<file path="src/rtl/hoplite_pe_inject_arb.sv">
// Round-robin injection arbiter feeding the PE port of a Hoplite torus switch.
// A one-entry output register holds each packet until the switch accepts it.
module hoplite_pe_inject_arb #(
  parameter int N_REQ      = 4,
  parameter int D_W        = 4,
  parameter int A_W        = 4,
  parameter int STARVE_MAX = 15
) (
  input  logic                 clk,
  input  logic                 rst,
  input  logic [N_REQ-1:0]     req_valid,
  input  logic [N_REQ*A_W-1:0] req_addr,
  input  logic [N_REQ*D_W-1:0] req_data,
  output logic [N_REQ-1:0]     req_ready,
  output logic                 pe_in_valid,
  output logic [A_W-1:0]       pe_in_addr,
  output logic [D_W-1:0]       pe_in_data,
  input  logic                 pe_ready,
  output logic                 starve,
  output logic [15:0]          inj_count
);

  localparam int P_W  = $clog2(N_REQ);
  localparam int WC_W = $clog2(STARVE_MAX + 1);
  localparam logic [WC_W-1:0] WC_MAX = WC_W'(STARVE_MAX);

  logic [P_W-1:0]  rr_ptr;
  logic [WC_W-1:0] wait_cnt;
  logic [P_W-1:0]  win;
  logic            has_win;
  logic            free;
  logic            capture;
  logic            accept;

  // Modulo-N_REQ increment that also works when N_REQ is not a power of two.
  function automatic logic [P_W-1:0] wrap_add(input logic [P_W-1:0] a, input int b);
    int s;
    s = int'(a) + b;
    if (s >= N_REQ) s = s - N_REQ;
    return P_W'(s);
  endfunction

  always_comb begin
    has_win = 1'b0;
    win     = '0;
    for (int i = 0; i < N_REQ; i++) begin
      if (!has_win && req_valid[wrap_add(rr_ptr, i)]) begin
        has_win = 1'b1;
        win     = wrap_add(rr_ptr, i);
      end
    end
  end

  assign free    = !pe_in_valid || pe_ready;
  assign capture = free && has_win;
  assign accept  = pe_in_valid && pe_ready;

  always_comb begin
    req_ready = '0;
    if (!rst && capture) req_ready[win] = 1'b1;
  end

  always_ff @(posedge clk) begin
    if (rst) begin
      pe_in_valid <= 1'b0;
      pe_in_addr  <= '0;
      pe_in_data  <= '0;
      rr_ptr      <= '0;
      wait_cnt    <= '0;
      starve      <= 1'b0;
      inj_count   <= '0;
    end else begin
      if (capture) begin
        pe_in_valid <= 1'b1;
        pe_in_addr  <= req_addr[win*A_W +: A_W];
        pe_in_data  <= req_data[win*D_W +: D_W];
        rr_ptr      <= wrap_add(win, 1);
      end else if (accept) begin
        pe_in_valid <= 1'b0;
      end

      if (accept) begin
        inj_count <= inj_count + 16'd1;
        wait_cnt  <= '0;
      end else if (pe_in_valid && wait_cnt != WC_MAX) begin
        wait_cnt <= wait_cnt + WC_W'(1);
      end

      // Gated by accept so the flag drops on the cycle right after the handoff.
      starve <= !accept && (wait_cnt == WC_MAX);
    end
  end

endmodule

</file>
<file path="config.mk">
export PLATFORM = sky130hd
export DESIGN_NAME = hoplite_pe_inject_arb
export DESIGN_NICKNAME = d
export VERILOG_FILES = /design/src/rtl/hoplite_pe_inject_arb.sv
export SDC_FILE = /design/constraint.sdc
export NUM_CORES = 1
export LEC_CHECK = 0
export BUFFER_PORTS_ARGS = -buffer_cell sky130_fd_sc_hd__buf_4
export CAP_MARGIN = 0
export CORE_UTILIZATION = 48
export CTS_CLUSTER_SIZE = 25
export DETAILED_ROUTE_END_ITERATION = 8
export GPL_TIMING_DRIVEN = 0
export PLACE_DENSITY = 0.87
export SYNTH_ARGS = -nofsm -noshare
export SYNTH_HDL_FRONTEND = slang
export SYNTH_SLANG_ARGS = --single-unit
</file>
<file path="constraint.sdc">
create_clock -name clk -period 1.8 [get_ports clk]
set_input_delay 0.09 -clock clk [delete_from_list [all_inputs] [get_ports clk]]
set_output_delay 0.09 -clock clk [all_outputs]
set_load 0.05 [all_outputs]
</file>
==> impl_metrics.yaml, run 1 <==
yosys:
  synth_top_family_by_area: "simple AND/OR/NAND/NOR gates"
  synth_nets: 222
  yosys_warnings: 0
  synthSimpleGateAreaFrac_pct: 21.34
  synth_mux_area_share_pct: 10.15
  synth_compound_area_share_pct: 18.43
  syn_inst: 181
  synth_fa_ha_area_share_pct: 1.493
  yosysUniqueCellTypes: 35
  ys_seq_area_share_pct: 38.21
  synth-xor-area-share_pct: 6.269
  ys_ff_latch: 32
  synth.cell_area_um2: 1677
  syn_area_per_cell_um2: 9.263
drt:
  drt_pass1_iterations: 4
  vias_per_cell: 5.306
  antenna_left: 0
  drt-total-wl_mm: 4.513
  via_count: 1682
  drtIter0Drc: 72
  drc: 0
  post_drt_wl_per_cell_um: 14.24
timing:
  period_share_pct: 101.7
  worstMarginPinSlew_ns: 0.7135
  max_freq_mhz: 546.4
  slew_viol_final: 0
  hold_viol: 0
  timing.setup.tns_ns: -0.03747
  rsz0062_at_grt: "true"
  min_period_ns: 1.830
  setup_violations: 2
  finalWorstSetupSlack_ns: -0.03001
  finClkSkew_ns: 0.01371
  relSlewSlack_pct: 51.99
finish:
  final_util_pct: 74.84
  n_antenna_cell: 0
  layout.cells.most_common_list: "80 x buf_4, 25 x dfxtp_1, 17 x mux2i_1"
  final_cells: 317
  layout-drive-gt1-share_pct: 43.54
  multi_input_comb_area_um2: 1020
  regArea_um2: 651.9
  nFillCells: 238
  syn_to_final_growth_pct: 48.96
  nNetsFinal: 311
  finalInstanceArea_um2: 2497
  layout_commonest_cell: "buf_4"
grt:
  grt_pass1_vias: 1473
  overflow: 0
  grt_pass1_wl_mm: 6.651
  grt_usage_pct: 24.63
  grt_max_degree: 11
  antenna_found_initial: 0
floorplanning:
  die_h_um: 61.10
  fp.dieW_um: 61.10
  die-area_um2: 3733
  ios: 69
  core_region_area_um2: 3337
  num_rows: 21
  start_util_pct: 50.24
clock_network:
  cts-root-buf: "clkbuf_4"
  cts_sinks: 32
  cts_tree: "built"
  clk_latency_ns: 0.34
  cts_max_level: 2
  path_clk_slew_ns: 0.10
  cts_buffer_depth: 2
  cts_made_buffers: 5
  holdBufCountCts: 0
critical_path:
  path_cells: "a21oi_2 > o21a_1 > o22ai_2 > and2_4 > nor3b_4 > buf_6"
  cp-start-kind: "register"
  critical_path_peak_fanout: 5
  slowest_stage: "dfxtp_4"
  crit_arrival_ns: 1.74
  required_ns: 1.71
  critPathCaptureType: "output port"
  critPathMaxStageDelay_ns: 0.38
  critPathKind: "reg2out"
pwr:
  max-vdd-ir-drop_mv: 0.5959
  p_per_area_nw_per_um2: 746.2
  p_leak_nw: 1.098
  total_power_w: 0.001863
run:
  maxCapViolations: 0
place:
  port_buffers: 68
  place_inst: 295
  dp_hpwl_mm: 3.107
  globalplace.congestion: 0.7578
  placedInstanceArea_um2: 2276
outcome:
  status: "finished with violations"
  violations: "setup timing"
hold_path:
  hold_class: "in2reg"
per-layer routing:
layer  routed length (um)  GRT usage, %  vias to the layer above
li1                     -             -                      842
met1                 2005         30.83                      792
met2                 2303         41.93                       40
met3                  135         4.412                        8
met4                   69         9.740                        0
met5                    0             0                        -
final timing paths:
kind / slack [ns] / endpoint / depth (start not counted) / startpoint
max reg2reg: 0.12 / pe_in_addr[2] / 8 / rr_ptr[1]
min: 0.06 / pe_in_data[1] / 3 / rst
max: -0.03 / req_ready[0] / 6 / rr_ptr[1]
min reg2reg: 0.49 / wait_cnt[1] / 2 / wait_cnt[1]
stage by stage:
step | hold slack (ns) | worst slack (ns)
floorplan | 0.2502 | 0.03558
global placement | 0.3971 | 0.03136
detailed placement | 0.3988 | -0.02498
CTS | 0.03720 | -0.1098
global route | 0.04934 | -0.09312
finish | 0.05728 | -0.03001
where the power goes:
| part | leakage, nW | switching (W) | internal [W] |
|---|---|---|---|
| sequential | 0.264 | 0.0000290 | 0.000750 |
| combinational | 0.801 | 0.000355 | 0.000303 |
| clock | 0.0326 | 0.000234 | 0.000192 |
layout make-up:
cell class	instances	area share, %
buffer	8	2.255
clock buffer	8	2.355
inverter	4	0.6012
multi-input combinational	136	40.83
sequential	32	26.10
tap	46	2.305
timing repair buffer	83	25.55
synthesized netlist by cell type (all sizes together):
master  count  area share, %
nand2      11            2.5
nand4       2            1.1
o21a        1           0.45
and4b       1           0.60
clkbuf      4           0.90
a21oi      14            4.2
a211oi      2           0.90
nor4        4            1.5
ha          2            1.5
mux2i      17             10
nand2b      2           0.75
a221oi      8            7.2
nor2b       1           0.37
nor3        5            2.2
and3        2           0.75
or3         6            2.2
o21bai      8            3.6
and4        1           0.52
o21ai       6            1.8
inv         4           0.90
dfxtp      32             38
nand3       9            3.0
buf         5            2.3
nor2       16            3.6
nor3b       2           0.90
o22ai       1           0.37
and3b       2            1.0
xnor2       7            3.7
and2        1           0.37
xor2        5            2.6
sequential cells by signal, indices dropped and copies added (netlist names):
signal       flops
inj_count       16
pe_in_addr       4
pe_in_data       4
pe_in_valid      1
rr_ptr           2
starve           1
wait_cnt         4
timing repair:
item	in CTS	in global routing
pin swaps	3	4
buffers inserted	5	10
endpoints found under the hold margin	0	0
endpoints found under the setup margin	4	5
gates resized for setup	16	1
worst max-delay path: cells and delay by family, from the launching register on:
kind | cells | cell delay (ns)
AO/OA/AOI/OAI | 3 | 0.44
buffers and inverters | 1 | 0.18
flip-flops | 1 | 0.38
AND/OR/NAND/NOR | 2 | 0.40
kinds of logic after synthesis:
group | Yosys count
compound gates | 40
xor+xnor | 12
fa+ha+maj | 2
buf+inv | 13
flops | 32
mux | 17
simple gates | 65
No activity file was read; power rests on OpenSTA's default activity.
==> run 2, diff against run 1 <==
==> constraint.sdc (replaced) <==
create_clock -name clk -period 1.8 [get_ports clk]
set_input_delay 0.09 -clock clk [delete_from_list [all_inputs] [get_ports clk]]
set_output_delay 0.09 -clock clk [all_outputs]
set_load 0.005 [all_outputs]
==> run 2 against run 1 <==
Routed wire length increased by 6.0%; clock power grew 30%; critical path type unchanged; critical endpoint unchanged; first-iteration DRC count grew 78%; setup slack got worse by 0.017 ns; the run still ends with setup timing left; sequential share of layout area rose by 0.24 points; largest cell class unchanged; core utilization down 1.4 points; cell count is 1.9% lower; total power decreased by 2.1%; combinational power down 26%; design area shrank 1.9%; clock-buffer cell count down 2; register-to-register slack got worse by 0.12 ns.
==> impl_metrics.yaml, run 2 (synthesis gave the netlist of run 1 again) <==
place:
  placedInstanceArea_um2: 2245
  place_inst: 295
  dp_hpwl_mm: 3.109
  port_buffers: 68
  globalplace.congestion: 0.7956
floorplanning:
  die-area_um2: 3733
  fp.dieW_um: 61.10
  core_region_area_um2: 3337
  num_rows: 21
  start_util_pct: 50.24
  die_h_um: 61.10
  ios: 69
hold_path:
  hold_depth: 3
  hold_class: "in2reg"
  worstHoldStart: "rst"
  min_to: "pe_in_data[1]"
clock_network:
  clk_latency_ns: 0.35
  cts_made_buffers: 5
  holdBufCountCts: 0
  cts_buffer_depth: 2
  cts-root-buf: "clkbuf_4"
  cts_tree: "built"
  cts_sinks: 32
  path_clk_slew_ns: 0.11
  cts_max_level: 2
timing:
  rsz0062_at_grt: "true"
  slew_viol_final: 0
  period_share_pct: 102.6
  finalWorstSetupSlack_ns: -0.04658
  timing.setup.tns_ns: -0.08613
  min_period_ns: 1.847
  worstMarginPinSlew_ns: 0.7005
  max_freq_mhz: 541.5
  relSlewSlack_pct: 52.87
  finClkSkew_ns: 0.01809
  hold_viol: 0
  setup_violations: 4
pwr:
  p_leak_nw: 1.066
  total_power_w: 0.001824
  p_per_area_nw_per_um2: 744.0
  max-vdd-ir-drop_mv: 0.4465
grt:
  grt_max_degree: 11
  antenna_found_initial: 0
  grt_pass1_vias: 1557
  grt_usage_pct: 26.53
  grt_pass1_wl_mm: 7.258
  overflow: 0
critical_path:
  required_ns: 1.71
  critPathCaptureType: "output port"
  r2r-end: "inj_count[14]"
  critPathMaxStageDelay_ns: 0.40
  reg2reg_from: "pe_in_valid"
  cp-start-kind: "register"
  slowest_stage: "dfxtp_4"
  path_cells: "a21oi_2 > o21a_1 > o22ai_2 > and2_1 > buf_6 > nor3b_2 > buf_4"
  reg2reg_depth: 6
  rrSetupSlack_ns: 0
  critPathKind: "reg2out"
  critical_path_peak_fanout: 5
  crit_arrival_ns: 1.76
finish:
  largest_reg_flops: 16
  n_antenna_cell: 0
  layout_commonest_cell: "buf_4"
  final_cells: 311
  syn_to_final_growth_pct: 46.19
  regMostFlops: "inj_count"
  finalInstanceArea_um2: 2451
  layout.cells.most_common_list: "77 x buf_4, 30 x dfxtp_1, 17 x mux2i_1"
  layout-drive-gt1-share_pct: 40.75
  nNetsFinal: 305
run:
  maxCapViolations: 0
drt:
  antenna_left: 0
  vias_per_cell: 5.428
  drtIter0Drc: 128
  drt_pass1_iterations: 4
  via_count: 1688
  drc: 0
  drt-total-wl_mm: 4.782
  post_drt_wl_per_cell_um: 15.38
outcome:
  status: "finished with violations"
  violations: "setup timing"
run 2: repair_timing:
item	4_1_cts	5_1_grt
pin swaps	3	2
setup buffers	6	2
endpoints found under the setup margin	4	6
gates resized for setup	13	3
run 2: report_power, final:
part | leakage, nW | switching [W] | total [W] | internal (W)
Sequential | 0.262 | 0.0000329 | 0.000783 | 0.000750
Combinational | 0.761 | 0.000221 | 0.000486 | 0.000265
Clock | 0.0422 | 0.000264 | 0.000555 | 0.000291
run 2: through the flow:
step	util [%]	worst slack [ns]	hold slack [ns]
after floorplan	-	0.2985	0.2502
after global placement	67.27	0.1139	0.4012
after detailed placement	67.27	0.05419	0.4068
after CTS	72.40	-0.03818	0.04164
after global routing	73.45	-0.1243	0.05403
final	73.45	-0.04658	0.05067
run 2: layer usage:
| layer | track usage [%] | part of all wire (%) | up-vias |
|---|---|---|---|
| li1 | - | - | 823 |
| met1 | 30.58 | 41 | 812 |
| met2 | 47.67 | 53 | 46 |
| met3 | 6.933 | 4.3 | 7 |
| met4 | 8.442 | 1.5 | 0 |
| met5 | 0 | 0 | - |
run 2: worst max-delay path by stage:
| stage | startpoint | end | slack (ns) | depth (start not counted) |
|---|---|---|---|---|
| detailed placement | rr_ptr[1] | req_ready[0] | 0.05 | 7 |
| global placement | rr_ptr[1] | req_ready[0] | 0.11 | 7 |
| finish | rr_ptr[1] | req_ready[0] | -0.05 | 7 |
| floorplan | rr_ptr[1] | pe_in_addr[1] | 0.30 | 6 |
| global route | rr_ptr[1] | req_ready[0] | -0.12 | 7 |
| CTS | rr_ptr[1] | req_ready[0] | -0.04 | 7 |
run 2: layout make-up:
cell class                 instances  area, um2
fill                             256      885.9
inverter                           4      15.01
clock buffer                       6      41.29
clock inverter                     2      35.03
timing repair buffer              76      570.5
buffer                             9      67.56
multi-input combinational        136       1018
sequential                        32      645.6
tap                               46      57.56
run 2: critical path, delay by kind of cell, from the launching register on:
family | cells | cell delay [ns]
simple gates | 2 | 0.32
buf+inv | 2 | 0.24
flops | 1 | 0.40
compound gates | 3 | 0.44
==> run 3, diff against run 2 <==
==> constraint.sdc (replaced) <==
create_clock -name clk -period 1.8 [get_ports clk]
set_input_delay 0.18 -clock clk [delete_from_list [all_inputs] [get_ports clk]]
set_output_delay 0.18 -clock clk [all_outputs]
set_load 0.005 [all_outputs]
==> run 3 against run 2 <==
The run still ends with setup timing left; total power barely moved; global-route usage did not move; register-to-register slack barely moved; core utilization did not move; routed wire length rose by 0.10%; clock-buffer cell count did not move; via count fell by 0.41%; clock skew fell by 0.00089 ns; sequential power barely moved; highest routed layer unchanged.
==> impl_metrics.yaml, run 3 (synthesis gave the netlist of run 1 again) <==
grt:
  overflow: 0
  antenna_found_initial: 0
  grt_usage_pct: 26.53
  grt_pass1_vias: 1557
  grt_max_degree: 11
  grt_pass1_wl_mm: 7.258
hold_path:
  hold_depth: 3
  hold_class: "in2reg"
  min_to: "pe_in_data[1]"
  worstHoldStart: "rst"
critical_path:
  rrSetupSlack_ns: 0
  r2r-end: "inj_count[14]"
  reg2reg_from: "pe_in_valid"
  cp-start-kind: "register"
  reg2reg_depth: 6
  critical_path_peak_fanout: 5
  required_ns: 1.62
  critPathKind: "reg2out"
  critPathCaptureType: "output port"
  crit_arrival_ns: 1.76
drt:
  drt-total-wl_mm: 4.787
  antenna_left: 0
  drtIter0Drc: 128
  vias_per_cell: 5.405
  via_count: 1681
  drt_pass1_iterations: 4
  post_drt_wl_per_cell_um: 15.39
  drc: 0
finish:
  layout_commonest_cell: "buf_4"
  regMostFlops: "inj_count"
  n_antenna_cell: 0
  largest_reg_flops: 16
  layout.cells.most_common_list: "77 x buf_4, 30 x dfxtp_1, 17 x mux2i_1"
  nNetsFinal: 305
  nFillCells: 256
  layout-drive-gt1-share_pct: 40.75
  syn_to_final_growth_pct: 46.19
timing:
  hold_viol: 0
  period_share_pct: 107.5
  min_period_ns: 1.936
  max_freq_mhz: 516.6
  worstMarginPinSlew_ns: 0.6942
  relSlewSlack_pct: 53.29
  timing.setup.tns_ns: -0.4423
  setup_violations: 5
  finalWorstSetupSlack_ns: -0.1357
  rsz0062_at_grt: "true"
  slew_viol_final: 0
  finClkSkew_ns: 0.01720
pwr:
  p_per_area_nw_per_um2: 743.7
  p_leak_nw: 1.066
  max-vdd-ir-drop_mv: 0.4457
clock_network:
  cts_buffer_depth: 2
  path_clk_slew_ns: 0.11
  cts-root-buf: "clkbuf_4"
  cts_sinks: 32
  cts_tree: "built"
  clk_latency_ns: 0.34
  holdBufCountCts: 0
  cts_made_buffers: 5
  cts_max_level: 2
run:
  maxCapViolations: 0
floorplanning:
  core_region_area_um2: 3337
  die_h_um: 61.10
  fp.dieW_um: 61.10
  die-area_um2: 3733
  num_rows: 21
  start_util_pct: 50.24
  ios: 69
outcome:
  violations: "setup timing"
  status: "finished with violations"
place:
  dp_hpwl_mm: 3.109
  globalplace.congestion: 0.7956
  pre_cts_slack_ns: -0.03581
  port_buffers: 68
-- run 3: worst max-delay path: stages (launching register included) --
cell     delay (ns)
dfxtp_4        0.40
a21oi_2        0.06
o21a_1         0.18
o22ai_2        0.20
and2_1         0.17
buf_6          0.11
nor3b_2        0.15
buf_4          0.13
-- run 3: metrics by stage --
stage | instances | util [%] | hold slack [ns] | power, W | instance area [um2]
after floorplan | 181 | - | 0.3402 | 0.001033 | 1677
after global placement | 295 | 67.27 | 0.4692 | 0.001194 | 2245
after detailed placement | 295 | 67.27 | 0.4968 | 0.001206 | 2245
after CTS | 309 | 72.40 | 0.1316 | 0.001795 | 2416
after global routing | 311 | 73.45 | 0.1440 | 0.001899 | 2451
final | 311 | 73.45 | 0.1436 | 0.001823 | 2451
-- run 3: layout make-up --
cell class	count	area, um2	share of cell area, %
multi-input combinational	136	1018	41.55
inverter	4	15.01	0.6126
clock buffer	6	41.29	1.685
sequential	32	645.6	26.34
clock inverter	2	35.03	1.429
timing repair buffer	76	570.5	23.28
tap	46	57.56	2.348
buffer	9	67.56	2.757
-- run 3: per-layer routing --
metal | global-route usage, % | vias to the layer above | wire length [um] | part of all wire, %
met5 | 0 | - | 0 | 0
met1 | 30.58 | 810 | 1995 | 42
li1 | - | 824 | - | -
met2 | 47.67 | 41 | 2542 | 53
met3 | 6.933 | 6 | 180 | 3.8
met4 | 8.442 | 0 | 68 | 1.4
-- run 3: worst max path at each step --
stage	startpoint	end	slack (ns)
finish	rr_ptr[1]	req_ready[0]	-0.14
floorplan	rr_ptr[1]	req_ready[0]	0.23
CTS	rr_ptr[1]	req_ready[0]	-0.13
global route	rr_ptr[1]	req_ready[0]	-0.21
global placement	req_valid[0]	req_ready[2]	0.02
detailed placement	rr_ptr[1]	req_ready[0]	-0.04
-- run 3: power by group --
part / total (W) / leakage, nW / switching [W] / internal (W)
combinational: 0.000486 / 0.761 / 0.000221 / 0.000265
sequential: 0.000783 / 0.262 / 0.0000328 / 0.000750
clock: 0.000555 / 0.0422 / 0.000264 / 0.000291
-- run 3: timing repair --
action                                  CTS  global route
setup buffers                             6             2
gates resized for setup                  13             3
pin swaps                                 4             2
endpoints found under the setup margin    4             6
